File: src/rtl/mem_fill_pkg.sv
// Shared definitions for the memory fill writer and its reader-side checkers:
// FSM state encoding, default LFSR polynomial and the LFSR step function.
package mem_fill_pkg;

   typedef enum logic [1:0] {
      ST_IDLE  = 2'd0,
      ST_WRITE = 2'd1,
      ST_DONE  = 2'd2
   } state_t;

   localparam logic [31:0] DEFAULT_POLY = 32'h80200003;

   // One Galois step: shift right, fold the polynomial in when a one drops out.
   function automatic logic [31:0] lfsr_next(input logic [31:0] cur, input logic [31:0] poly);
      return cur[0] ? ((cur >> 1) ^ poly) : (cur >> 1);
   endfunction

endpackage

File: src/rtl/mem_fill_writer_lfsr32.sv
// 32-bit Galois LFSR with synchronous load; an all-zero load value becomes 1
// so the register can never lock up in the zero state.
module lfsr32
   import mem_fill_pkg::*;
#(
   parameter logic [31:0] POLY = DEFAULT_POLY
) (
   input  logic        clk,
   input  logic        load,
   input  logic [31:0] load_val,
   input  logic        advance,
   output logic [31:0] q
);

   always_ff @(posedge clk) begin
      if (load) begin
         q <= (load_val == 32'd0) ? 32'd1 : load_val;
      end else if (advance) begin
         q <= lfsr_next(q, POLY);
      end
   end

endmodule

File: src/rtl/mem_fill_writer.sv
// Fills consecutive RAM words with an LFSR sequence after a start pulse,
// honouring wr_ready and keeping a 32-bit running sum of accepted words.
module mem_fill_writer
   import mem_fill_pkg::*;
#(
   parameter int          AWIDTH = 10,
   parameter int          DWIDTH = 32,
   parameter int          DEPTH  = 1024,
   parameter logic [31:0] POLY   = DEFAULT_POLY
) (
   input  logic              clk,
   input  logic              reset_n,
   input  logic              start,
   input  logic [31:0]       size,
   input  logic [31:0]       seed,
   input  logic              wr_ready,
   output logic              we,
   output logic [AWIDTH-1:0] waddr,
   output logic [DWIDTH-1:0] wdata,
   output logic              busy,
   output logic              done,
   output logic [31:0]       checksum
);

   // One extra bit so a count of exactly DEPTH (== 2^AWIDTH) is representable.
   localparam int          CW      = AWIDTH + 1;
   localparam logic [31:0] DEPTH_W = 32'(DEPTH);

   state_t        state;
   state_t        state_next;
   logic [CW-1:0] n_words;
   logic [CW-1:0] n_eff;
   logic [31:0]   lfsr_q;
   logic [31:0]   wdata_ext;
   logic [31:0]   lfsr_load_val;
   logic          lfsr_load;
   logic          start_acc;
   logic          accept;
   logic          last_word;

   assign start_acc = start && ((state == ST_IDLE) || (state == ST_DONE));
   assign accept    = (state == ST_WRITE) && wr_ready;
   assign last_word = ({1'b0, waddr} + CW'(1)) == n_words;
   assign n_eff     = (size > DEPTH_W) ? DEPTH_W[CW-1:0] : size[CW-1:0];

   // Reset reuses the load path: a zero load value lands the LFSR on 1.
   assign lfsr_load     = !reset_n || start_acc;
   assign lfsr_load_val = reset_n ? seed : 32'd0;

   lfsr32 #(
      .POLY(POLY)
   ) u_lfsr (
      .clk     (clk),
      .load    (lfsr_load),
      .load_val(lfsr_load_val),
      .advance (accept),
      .q       (lfsr_q)
   );

   always_ff @(posedge clk) begin
      if (!reset_n) begin
         state <= ST_IDLE;
      end else begin
         state <= state_next;
      end
   end

   always_comb begin
      state_next = state;
      case (state)
         ST_IDLE, ST_DONE: begin
            if (start) begin
               state_next = (n_eff == '0) ? ST_DONE : ST_WRITE;
            end
         end
         ST_WRITE: begin
            if (wr_ready && last_word) begin
               state_next = ST_DONE;
            end
         end
         default: state_next = ST_IDLE;
      endcase
   end

   always_comb begin
      wdata_ext               = '0;
      wdata_ext[DWIDTH-1:0]   = lfsr_q[DWIDTH-1:0];
   end

   // The address parks on the final word rather than stepping past DEPTH-1.
   always_ff @(posedge clk) begin
      if (!reset_n) begin
         waddr    <= '0;
         checksum <= '0;
         n_words  <= '0;
      end else if (start_acc) begin
         waddr    <= '0;
         checksum <= '0;
         n_words  <= n_eff;
      end else if (accept) begin
         checksum <= checksum + wdata_ext;
         if (!last_word) begin
            waddr <= waddr + AWIDTH'(1);
         end
      end
   end

   always_comb begin
      we   = 1'b0;
      busy = 1'b0;
      done = 1'b0;
      case (state)
         ST_WRITE: begin
            we   = 1'b1;
            busy = 1'b1;
         end
         ST_DONE: done = 1'b1;
         default: ;
      endcase
      wdata = we ? wdata_ext[DWIDTH-1:0] : '0;
   end

endmodule

File: config.mk
export PLATFORM = sky130hd
export DESIGN_NAME = mem_fill_writer
export DESIGN_NICKNAME = d
export VERILOG_FILES = /design/src/rtl/mem_fill_pkg.sv /design/src/rtl/mem_fill_writer_lfsr32.sv /design/src/rtl/mem_fill_writer.sv
export SDC_FILE = /design/constraint.sdc
export NUM_CORES = 1
export LEC_CHECK = 0
export ABC_AREA = 1
export CAP_MARGIN = 10
export CORE_MARGIN = 2
export CORE_UTILIZATION = 56
export CTS_CLUSTER_SIZE = 28
export DETAILED_ROUTE_END_ITERATION = 10
export HOLD_SLACK_MARGIN = 0.12
export PLACE_DENSITY = 0.95
export SLEW_MARGIN = 10
export SYNTH_ARGS = -nofsm -noshare
export SYNTH_HDL_FRONTEND = slang
export SYNTH_SLANG_ARGS = --single-unit
File: constraint.sdc
create_clock -name clk -period 4.9 [get_ports clk]
set_clock_uncertainty 0.15 [all_clocks]
set_input_delay 0.98 -clock clk [delete_from_list [all_inputs] [get_ports clk]]
set_output_delay 0.98 -clock clk [all_outputs]
set_load 0.05 [all_outputs]
* Yosys cells after proc, flatten, opt, wreduce, memory -nomap -nowiden
Cells that the tools add are included.
Word-level totals: bits of input ports 68, bits in registers 87
Operators by class: order comparisons 1, add/subtract/negate cells 3, reduce and logical (&&, ||, !) cells 14, equality and inequality tests 5, bitwise operators 3, muxes and demuxes 13
Operator list (number):
- $mux W32 | 6
- $add A32 B32 Y32 | 1
- $gt A32 B11 Y1 const B | 1
- $logic_not A32 Y1 | 1
- $add A10 B1 Y11 const B | 1
- $eq A11 B11 Y1 | 1
- $logic_not A11 Y1 | 1
- $mux W11 | 1
- $add A10 B1 Y10 const B | 1
- $mux W2 | 3
- $not A3 Y4 | 1
- $pmux W2 S2 | 1
- $reduce_and A2 Y1 | 2
- $reduce_or A2 Y1 | 2
- $logic_and A1 B1 Y1 | 3
- $eq A2 B1 Y1 const B | 1
- $eq A2 B2 Y1 const B | 1
- $logic_not A2 Y1 | 1
- $logic_or A1 B1 Y1 | 2
- $mux W1 | 2
- $ne A2 B1 Y1 const B | 1
- $ne A2 B2 Y1 const B | 1
- $not A1 Y1 | 2
- $reduce_bool A2 Y1 | 1
- $logic_not A1 Y1 | 1

* Longest topological paths before layout
Gate-level depths: netlist of run 1.
word-level depth 6, gate-level depth with buffers 16, mapped depth without buffers 16

* Cells and area by module
A second synthesis of run 1 with hierarchy kept.
Second synthesis, totals: cells, all modules 1049, area total of the unflattened synthesis 6633.9 um^2
Modules (own cells, without submodules):
- mem_fill_writer | cells an instance 879, instances 1, sequential area each 1101.1 um^2, area an instance 5104.9 um^2
- lfsr32 | cells an instance 170, instances 1, sequential area each 960.9 um^2, area an instance 1529.0 um^2

* Worst setup path after synthesis of run 1
Ideal clock, no wire load.
path kind flip-flop to output port, start register state[0], end output port wdata[21], setup slack 1.452 ns, stages on the path, launching flop included 6, buffers on the path 1, arrival time 2.318 ns, cell sequence dfxtp_1 -> inv_1 -> nor2_1 -> inv_1 -> buf_1 -> nor2_1
On the way: word-level cells in the longest chain between the ends 3
RTL lines:
- start, declared | line mem_fill_writer.sv:29 | state_t state;
- start signal, assigned | line mem_fill_writer.sv:64 | state <= state_next;
- $eq A2 B1 Y1
- $mux W1
- net busy | line mem_fill_writer.sv:20 | output logic busy,
- $mux W32 | line mem_fill_writer.sv:120 | wdata = we ? wdata_ext[DWIDTH-1:0] : '0;
- end, declared | line mem_fill_writer.sv:19 | output logic [DWIDTH-1:0] wdata,
The timed path passes the listed nets, and every way through them passes these cells.

* Final worst setup path of run 1
start register state[0], end output port wdata[0]
On the way: word-level cells in the longest chain between the ends 3
RTL lines:
- $eq A2 B1 Y1 | line mem_fill_writer.sv:112 | case (state)
- $mux W1 | line mem_fill_writer.sv:112
- $mux W32 | line mem_fill_writer.sv:120
No other way between the ends.

==> impl_metrics.csv, run 1 <==
group,metric,value,unit
status,status,"completed",
routing,wl,19.42,mm
yosys,yosysWarnings,0,
sta,hold_ws,0.3528,ns
grt,grt_pass1_vias,6662,
final_layout,antenna_cells,0,
die,die_w,110.7,microns
placed_design,io_buffers,144,
die,pin_count,145,
hold_path,hold_class,"register to register",
die,core,0.01098,sq mm
yosys,syn_area_per_cell,6.578,sq um
yosys,synth_fp_nets,1071,
power_and_ir_drop,pwr_density_cell,261.9,mW/mm^2
clocking,holdBufCountCts,0,
power_and_ir_drop,switchingPower,773.1,uW
grt,grt_pass1_wl,31.17,mm
sta,rsz0062_at_grt,"false",
grt,grt_max_degree,51,
final_layout,n_fill_cell,793,
routing,wire_per_inst,15.57,microns
power_and_ir_drop,clkPwrFrac,0.314,
yosys,postSynthCellCount,970,
routing,drcViolationCount,0,
clocking,cts.clk_slew.worst_paths,0.06,ns
power_and_ir_drop,pwr-share-seq,0.402,
yosys,synth_ff_type,"dfxtp_1",
power_and_ir_drop,cellLeakagePower,3.607,nW
routing,vias_per_cell,5.719,
yosys,synth_area,0.006381,sq mm
setup_path,path_max_fanout,33,
setup_path,start_kind,"register",
power_and_ir_drop,combPwrFrac,0.284,
yosys,yosysSeqAreaShare,0.3231,
clocking,htreeDepth,3,
job,max_cap_violations,0,
setup_path,critical_path_required,3.77,ns
power_and_ir_drop,peakVddDrop,207.9,uV
sta,fin_crit_sh,0.7987,
final_layout,area_growth,28.51,%
sta,maxSlewViolCount,0,
die,fp.dieArea,0.01226,sq mm
power_and_ir_drop,p_sw_frac,0.3600,
clocking,cts_tree,"built",
placed_design,place.gp.congestion,0.9886,
sta,fin_ws,0.9863,ns
setup_path,critPathKind,"register to output port",
yosys,synthTopCellsByCount,"nand2_1, inv_1, nor2_1",
sta,final.min_clock_period,3.914,ns
sta,setup_violations,0,
sta,hold_viol,0,
clocking,post_cts_buffers,0,
yosys,netlist.area_leader.share,0.1725,
clocking,cts_made_buffers,9,
grt,grt_overflow,0,
die,initial_utilization,0.5810,
final_layout,layout-drive-gt1-share,0.04426,
sta,maxSlewHeadroom,0.3426,
final_layout,nNetsFinal,1203,
yosys,synth_area_leaders,"dfxtp_1, edfxtp_1, nand2_1, inv_1, nor2_1",
setup_path,worstSetupEndpointType,"output port",
yosys,yosys.cell_types.count,39,
routing,final_antenna_net_count,0,
sta,fmax,255.5,MHz
yosys,async_reset_ff_frac,0,
routing,dr.pass1.iters,6,
setup_path,crit_arrival,2.78,ns
die,num_rows,38,
placed_design,dp_hpwl,15.05,mm
yosys,synth_edf_count,32,
clocking,clock_sinks,87,
die,die_y,110.7,microns
grt,antenna_found_initial,0,
clocking,cts_buffer_depth,2,
clocking,cts-root-buf,"clkbuf_16",
routing,vias,7132,
grt,grt_usage,0.3101,
placed_design,dp_worst_setup_slack,1.252,ns
yosys,synth.most_common_cell,"nand2_1",
clocking,clock_latency,0.36,ns
power_and_ir_drop,power.internal,1.374,mW
clocking,cts_resized,0,
routing,drt_iter0_drc,712,
sta,worst_slew_pin_slew,0.9851,ns
yosys,synth_area_leader_cell,"dfxtp_1",
sta,setup_tns,0,ns
yosys,ys_ff_latch,87,
state kept, by name, summed over array words and instances (netlist names):
register  count
u_lfsr.q     32
state         2
n_words      11
waddr        10
checksum     32
path summary, 6_finish.rpt:
kind / start / to / slack, ns / cells past startpoint
worst min register to register: n_words[6] / n_words[6] / 0.35 / 2
worst min-delay path: n_words[6] / n_words[6] / 0.35 / 2
worst max-delay path: state[0] / wdata[0] / 0.99 / 5
worst max register to register: state[0] / u_lfsr.q[28] / 2.16 / 5
per-stage QoR:
step | power (mW) | instances | util | area, sq um
after global routing | 2.224 | 1247 | 0.7466 | 8200
final | 2.147 | 1247 | 0.7466 | 8200
after CTS | 2.132 | 1247 | 0.7466 | 8200
after detailed placement | 1.474 | 1231 | 0.7210 | 7919
after global placement | 1.457 | 1231 | 0.7210 | 7919
after floorplan | 1.257 | 970 | - | 6381
layout by cell type (no fill, tap or decap), types with 3 or more instances in the layout:
cell | netlist | routed
edfxtp_1 | 32 | 32
dfxtp_1 | 55 | 55
nand3b_1 | 3 | 3
o21bai_1 | 18 | 18
xor2_1 | 9 | 9
o211ai_1 | 5 | 5
nand2_1 | 221 | 221
a21oi_2 | 4 | 4
nand2_2 | 3 | 3
nor2_1 | 127 | 125
or2_2 | 10 | 10
o21ai_0 | 87 | 87
o41ai_1 | 5 | 5
clkbuf_16 | 0 | 9
ha_1 | 32 | 32
o21a_1 | 13 | 13
nand4_1 | 15 | 15
inv_1 | 134 | 134
clkdlybuf4s50_1 | 0 | 144
xnor2_1 | 3 | 3
nand3_1 | 83 | 83
nor3_1 | 11 | 11
a21oi_1 | 50 | 50
a21o_1 | 5 | 5
buf_4 | 2 | 5
nor2_2 | 6 | 7
layout make-up:
class | count | area, sq um | area share
Timing Repair Buffer | 149 | 1479 | 0.1803
Clock buffer | 9 | 225.2 | 0.02746
Sequential cell | 87 | 2062 | 0.2514
Inverter | 135 | 509.2 | 0.06210
Clock inverter | 7 | 56.30 | 0.006866
Tap cell | 140 | 175.2 | 0.02136
Multi-Input combinational cell | 720 | 3694 | 0.4504
worst max-delay path: stages (launching register included):
cell and delay, ns:
dfxtp_1 0.37, inv_1 0.10, nor2_1 0.32, inv_1 0.52
nor2_1 0.28, clkdlybuf4s50_1 0.84
kinds of logic (layout without fill, tap and decap cells):
kind of cell	after synthesis	in the layout	share of synthesized area
AND/OR/NAND/NOR	484	484	0.3224
adder cells (fa/ha/maj)	33	33	0.06588
flip-flops	87	87	0.3231
buffers and inverters	163	300	0.09961
AO/OA/AOI/OAI	191	191	0.1726
XOR/XNOR	12	12	0.01647
power by group through the flow:
stage	sequential, mW	clock, mW	combinational (mW)
floorplan	0.902	0	0.355
global placement	0.874	0	0.583
detailed placement	0.877	0	0.597
CTS	0.861	0.668	0.603
global route	0.868	0.697	0.659
finish	0.864	0.673	0.610
routing by layer:
metal  routed length (microns)  track usage  up-vias
met1                      7531       0.3703     3241
met4                       772       0.1433        0
met5                         0            0        -
met2                      9383       0.5292      361
met3                      1735      0.07162       70
li1                          -            -     3460
No activity file was read; power rests on OpenSTA's default activity.
==> inputs of run 2 (changes only) <==
CORE_UTILIZATION = 47   (was 56)
PLACE_DENSITY = 0.88   (was 0.95)
clock period = 3.4 ns   (was 4.9 ns; I/O delays follow)
==> run 2 against run 1 <==
Clock power is 49% higher. Die area is 18% higher. First-iteration DRC count is 8.8% lower. Final cell count is 3.2% higher. Global-route usage is 4.1 points lower. Worst hold slack worse by 0.00070 ns. Design area is 0.11% higher. Sequential cell count stayed put. Register-to-register slack worse by 1.4 ns.
==> impl_metrics.csv, run 2 (same netlist as run 1, synthesis figures left out) <==
group,metric,value,unit
setup_path,reg2reg_depth,10,
clocking,cts_tree,"built",
clocking,cts_resized,0,
grt,grt_max_degree,56,
power_and_ir_drop,pwr_density_cell,380.6,mW/mm^2
sta,setup_tns,0,ns
final_layout,nNetsFinal,1207,
final_layout,antenna_cells,0,
setup_path,crit_chain,"inv_1, nor2_1, inv_1, buf_4, nor2_1, buf_4",
setup_path,r2r-start,"u_lfsr.q[2]",
routing,drcViolationCount,0,
grt,grt_usage,0.2695,
power_and_ir_drop,p_sw_frac,0.3368,
power_and_ir_drop,clkPwrFrac,0.321,
final_layout,register_area,0.002062,sq mm
sta,worst_slew_pin_slew,0.6606,ns
placed_design,dp_hpwl,15.18,mm
routing,wl,19.53,mm
routing,drt_iter0_drc,649,
clocking,clock_latency,0.35,ns
die,fp.dieArea,0.01453,sq mm
clocking,post_cts_buffers,0,
die,die_w,120.5,microns
power_and_ir_drop,combPwrFrac,0.280,
power_and_ir_drop,pwr-share-seq,0.399,
setup_path,crit_arrival,2.24,ns
hold_path,hold_class,"register to register",
status,status,"completed",
grt,grt_pass1_vias,6494,
final_layout,fin_cells,1287,
hold_path,holdPathStages,2,
setup_path,slowest_stage,"inv_1",
hold_path,min_to,"n_words[1]",
final_layout,top_regs,"checksum (32), u_lfsr.q (32), n_words (11)",
routing,wire_per_inst,15.17,microns
setup_path,max_stage_delay,0.42,ns
routing,vias,7008,
setup_path,path_max_fanout,19,
clocking,cts-root-buf,"clkbuf_16",
clocking,cts_buffer_depth,2,
sta,fin_crit_sh,0.9020,
sta,fmax,326.1,MHz
setup_path,r2r_setup_slack,0.78,ns
setup_path,critPathKind,"register to output port",
sta,hold_viol,0,
die,die_y,120.5,microns
routing,final_antenna_net_count,0,
final_layout,multi_input_area,0.003694,sq mm
placed_design,io_buffers,144,
clocking,cts_made_buffers,9,
final_layout,layout-drive-gt1-share,0.07561,
power_and_ir_drop,peakVddDrop,224.2,uV
setup_path,critPathTopFamily,"buffers and inverters",
clocking,clock_sinks,87,
placed_design,dp_cells,1271,
sta,setup_violations,0,
sta,final.min_clock_period,3.067,ns
sta,hold_ws,0.3521,ns
die,num_rows,42,
final_layout,fin_area,0.008209,sq mm
die,initial_utilization,0.4819,
grt,grt_overflow,0,
sta,maxSlewViolCount,0,
placed_design,place.gp.congestion,0.9419,
final_layout,layout_common_cells,"nand2_1, inv_1, nor2_1, clkdlybuf4s50_1, o21ai_0",
setup_path,worstSetupEndpointType,"output port",
final_layout,final_common_cell,"nand2_1",
routing,dr.pass1.iters,6,
placed_design,dpl-instance-area,0.007914,sq mm
power_and_ir_drop,switchingPower,1.052,mW
sta,rsz0062_at_grt,"false",
clocking,htreeDepth,3,
power_and_ir_drop,cellLeakagePower,3.702,nW
setup_path,start_kind,"register",
routing,vias_per_cell,5.445,
setup_path,crit_buf_inv,4,
power_and_ir_drop,power.internal,2.072,mW
setup_path,r2r-end,"checksum[29]",
clocking,holdBufCountCts,0,
sta,maxSlewHeadroom,0.5550,
job,max_cap_violations,0,
final_layout,n_fill_cell,1208,
grt,antenna_found_initial,0,
die,core,0.01324,sq mm
hold_path,min_from,"n_words[1]",
power_and_ir_drop,total_power,3.124,mW
die,pin_count,145,
setup_path,critical_path_required,2.57,ns
grt,grt_pass1_wl,31.28,mm
final_layout,area_growth,28.65,%
clocking,cts.clk_slew.worst_paths,0.06,ns
## run 2: cell types whose count changed in the layout (fill, tap and decap cells not counted), moves of 2 or more
cell / before / now
clkbuf_1: 0 / 2
clkinvlp_4: 2 / 0
clkinv_4: 2 / 0
clkdlybuf4s50_1: 144 / 112
buf_4: 5 / 41
## run 2: tightest hold or removal path: stages (launching register included)
cell	delay (ns)
dfxtp_1	0.31
inv_1	0.07
o21ai_0	0.08
## run 2: layout make-up
cell class / instances / share of cell area
tap: 176 / 0.02683
inverter: 135 / 0.06203
clock inverter: 3 / 0.005030
timing repair buffer: 153 / 0.1741
sequential: 87 / 0.2512
clock buffer: 13 / 0.03094
multi-input combinational: 720 / 0.4499
## run 2: power by group through the flow
| stage | clock network, mW | logic [mW] | registers (mW) |
|---|---|---|---|
| detailed placement | 0 | 0.862 | 1.27 |
| finish | 1.00 | 0.875 | 1.25 |
| CTS | 1.01 | 0.869 | 1.24 |
| floorplan | 0 | 0.511 | 1.30 |
| global placement | 0 | 0.849 | 1.26 |
| global route | 1.05 | 0.954 | 1.25 |
## run 2: metrics by stage
step | utilization | setup WS (ns)
4_1_cts | 0.6199 | 0.3480
5_1_grt | 0.6199 | 0.1675
6_report | 0.6199 | 0.3333
3_3_place_gp | 0.5976 | 0.6991
3_5_place_dp | 0.5976 | 0.6056
2_1_floorplan | - | 0.2518
## run 2: worst max-delay path by stage
stage / end / startpoint / slack, ns / cells after the start
floorplan: wdata[21] / state[0] / 0.25 / 5
global placement: n_words[4] / start / 0.70 / 8
detailed placement: n_words[4] / start / 0.61 / 8
CTS: wdata[29] / state[0] / 0.35 / 6
global route: wdata[27] / state[0] / 0.17 / 6
finish: wdata[29] / state[0] / 0.33 / 6
## run 2: routing by layer
metal	track usage	vias up	part of all wire	wire length, microns
li1	-	3457	-	-
met1	0.3198	3213	0.40	7772
met2	0.4675	283	0.50	9768
met3	0.06132	55	0.068	1323
met4	0.1126	0	0.034	665
met5	0	-	0	0
==> inputs of run 3 (changes only) <==
CORE_MARGIN = 1   (was 2)
==> run 3 against run 2 <==
Sequential cell count did not move. Sequential share of layout area is essentially flat. Register-to-register slack improved by 0.03 ns. Via count up 0.24%. Clock power decreased by 7%. First-iteration DRC count is 8.6% higher. Largest cell class unchanged. Critical path depth fell by 1. Combinational power rose by 0.7%. Worst hold slack got worse by 0.0027 ns. Critical endpoint is now wdata[15]. Worst setup slack worse by 0.19 ns. Sequential power barely moved.
==> impl_metrics.csv, run 3 (same netlist as run 1, synthesis figures left out) <==
group,metric,value,unit
final_layout,fin_util,0.6187,
power_and_ir_drop,peakVddDrop,224.4,uV
sta,fin_crit_sh,0.9582,
routing,vias_per_cell,5.458,
die,initial_utilization,0.4819,
clocking,cts.clk_slew.worst_paths,0.06,ns
job,max_cap_violations,0,
sta,maxSlewHeadroom,0.2627,
placed_design,io_buffers,144,
setup_path,critical_path_required,2.57,ns
routing,wl,19.66,mm
sta,maxSlewViolCount,0,
setup_path,r2r_setup_slack,0.81,ns
final_layout,antenna_cells,0,
sta,rsz0062_at_grt,"true",
sta,hold_ws,0.3494,ns
final_layout,nNetsFinal,1207,
status,status,"completed",
setup_path,worstSetupEndpointType,"output port",
hold_path,hold_class,"register to register",
clocking,holdBufCountCts,0,
power_and_ir_drop,clkPwrFrac,0.305,
grt,antenna_found_initial,0,
die,die_y,118.5,microns
sta,final.min_clock_period,3.258,ns
power_and_ir_drop,combPwrFrac,0.288,
placed_design,dp_hpwl,15.46,mm
final_layout,area_growth,28.39,%
power_and_ir_drop,cellLeakagePower,3.690,nW
die,fp.dieArea,0.01405,sq mm
final_layout,final_common_cell,"nand2_1",
power_and_ir_drop,switchingPower,1.087,mW
final_layout,n_fill_cell,1247,
setup_path,start_kind,"register",
power_and_ir_drop,power.internal,1.969,mW
clocking,clock_sinks,87,
routing,drt_iter0_drc,705,
routing,wire_per_inst,15.28,microns
clocking,cts_tree,"built",
grt,grt_pass1_vias,6543,
power_and_ir_drop,pwr-share-seq,0.406,
die,die_w,118.5,microns
grt,grt_overflow,0,
routing,dr.pass1.iters,6,
clocking,cts_made_buffers,9,
final_layout,top_regs,"checksum (32), u_lfsr.q (32), n_words (11)",
grt,grt_pass1_wl,31.80,mm
routing,vias,7025,
sta,fmax,307.0,MHz
grt,grt_max_degree,56,
routing,final_antenna_net_count,0,
clocking,htreeDepth,3,
final_layout,layout-drive-gt1-share,0.07651,
routing,drcViolationCount,0,
sta,hold_viol,0,
die,pin_count,145,
placed_design,place.gp.congestion,0.9202,
clocking,cts_resized,0,
setup_path,path_max_fanout,33,
clocking,clock_latency,0.36,ns
die,core,0.01324,sq mm
sta,worst_slew_pin_slew,1.105,ns
setup_path,critPathKind,"register to output port",
setup_path,crit_arrival,2.43,ns
clocking,cts_buffer_depth,2,
grt,grt_usage,0.2845,
power_and_ir_drop,pwr_density_cell,372.9,mW/mm^2
final_layout,layout_common_cells,"nand2_1, inv_1, nor2_1, clkdlybuf4s50_1, o21ai_0",
sta,setup_violations,0,
power_and_ir_drop,p_sw_frac,0.3556,
clocking,cts-root-buf,"clkbuf_16",
die,num_rows,42,
==> run 3: layout make-up <==
type / count / area, sq um / area share
flip-flops and latches: 87 / 2062 / 0.2517
multi-input cells: 720 / 3694 / 0.4508
clock inverters: 6 / 37.54 / 0.004582
inverters: 135 / 509.2 / 0.06216
repair buffers: 153 / 1441 / 0.1759
well taps: 176 / 220.2 / 0.02688
clock buffers: 10 / 229.0 / 0.02795
==> run 3: layer usage <==
metal / up-vias / GRT usage / part of all wire
li1: 3451 / - / -
met1: 3209 / 0.3464 / 0.42
met2: 301 / 0.4814 / 0.47
met3: 64 / 0.05550 / 0.072
met4: 0 / 0.1345 / 0.040
met5: - / 0 / 0
==> run 3: stage by stage <==
| step | setup slack, ns | TNS, ns | std cells | power [mW] | instance area, sq um |
|---|---|---|---|---|---|
| 2_1_floorplan | 0.2518 | 0 | 970 | 1.811 | 6381 |
| 3_3_place_gp | 0.5891 | 0 | 1271 | 2.116 | 7926 |
| 3_5_place_dp | 0.5707 | 0 | 1271 | 2.130 | 7926 |
| 4_1_cts | 0.1681 | 0 | 1287 | 3.047 | 8193 |
| 5_1_grt | -0.01105 | -0.01105 | 1287 | 3.181 | 8193 |
| 6_report | 0.1423 | 0 | 1287 | 3.055 | 8193 |
==> run 3: worst max-delay path, cell delays in order (launching register included) <==
cell and delay (ns):
dfxtp_1 0.38, inv_1 0.10, nor2_1 0.36, inv_1 0.60, nor2_1 0.38, buf_4 0.26
==> run 3: path summary, 6_finish.rpt <==
check	start	endpoint	depth (start not counted)
max reg2reg	u_lfsr.q[0]	checksum[30]	11
min	n_words[3]	n_words[3]	2
max	state[0]	wdata[15]	5
min reg2reg	n_words[3]	n_words[3]	2
==> run 3: what timing repair did <==
item	CTS	global route
setup endpoints to repair	0	1
endpoints found under the hold margin	0	0
buffers inserted	0	0
==> run 3: power by group through the flow <==
stage	clock, mW	sequential (mW)	combinational, mW
CTS	0.935	1.24	0.873
floorplan	0	1.30	0.511
global route	0.978	1.25	0.955
global placement	0	1.26	0.856
finish	0.933	1.24	0.881
detailed placement	0	1.26	0.867
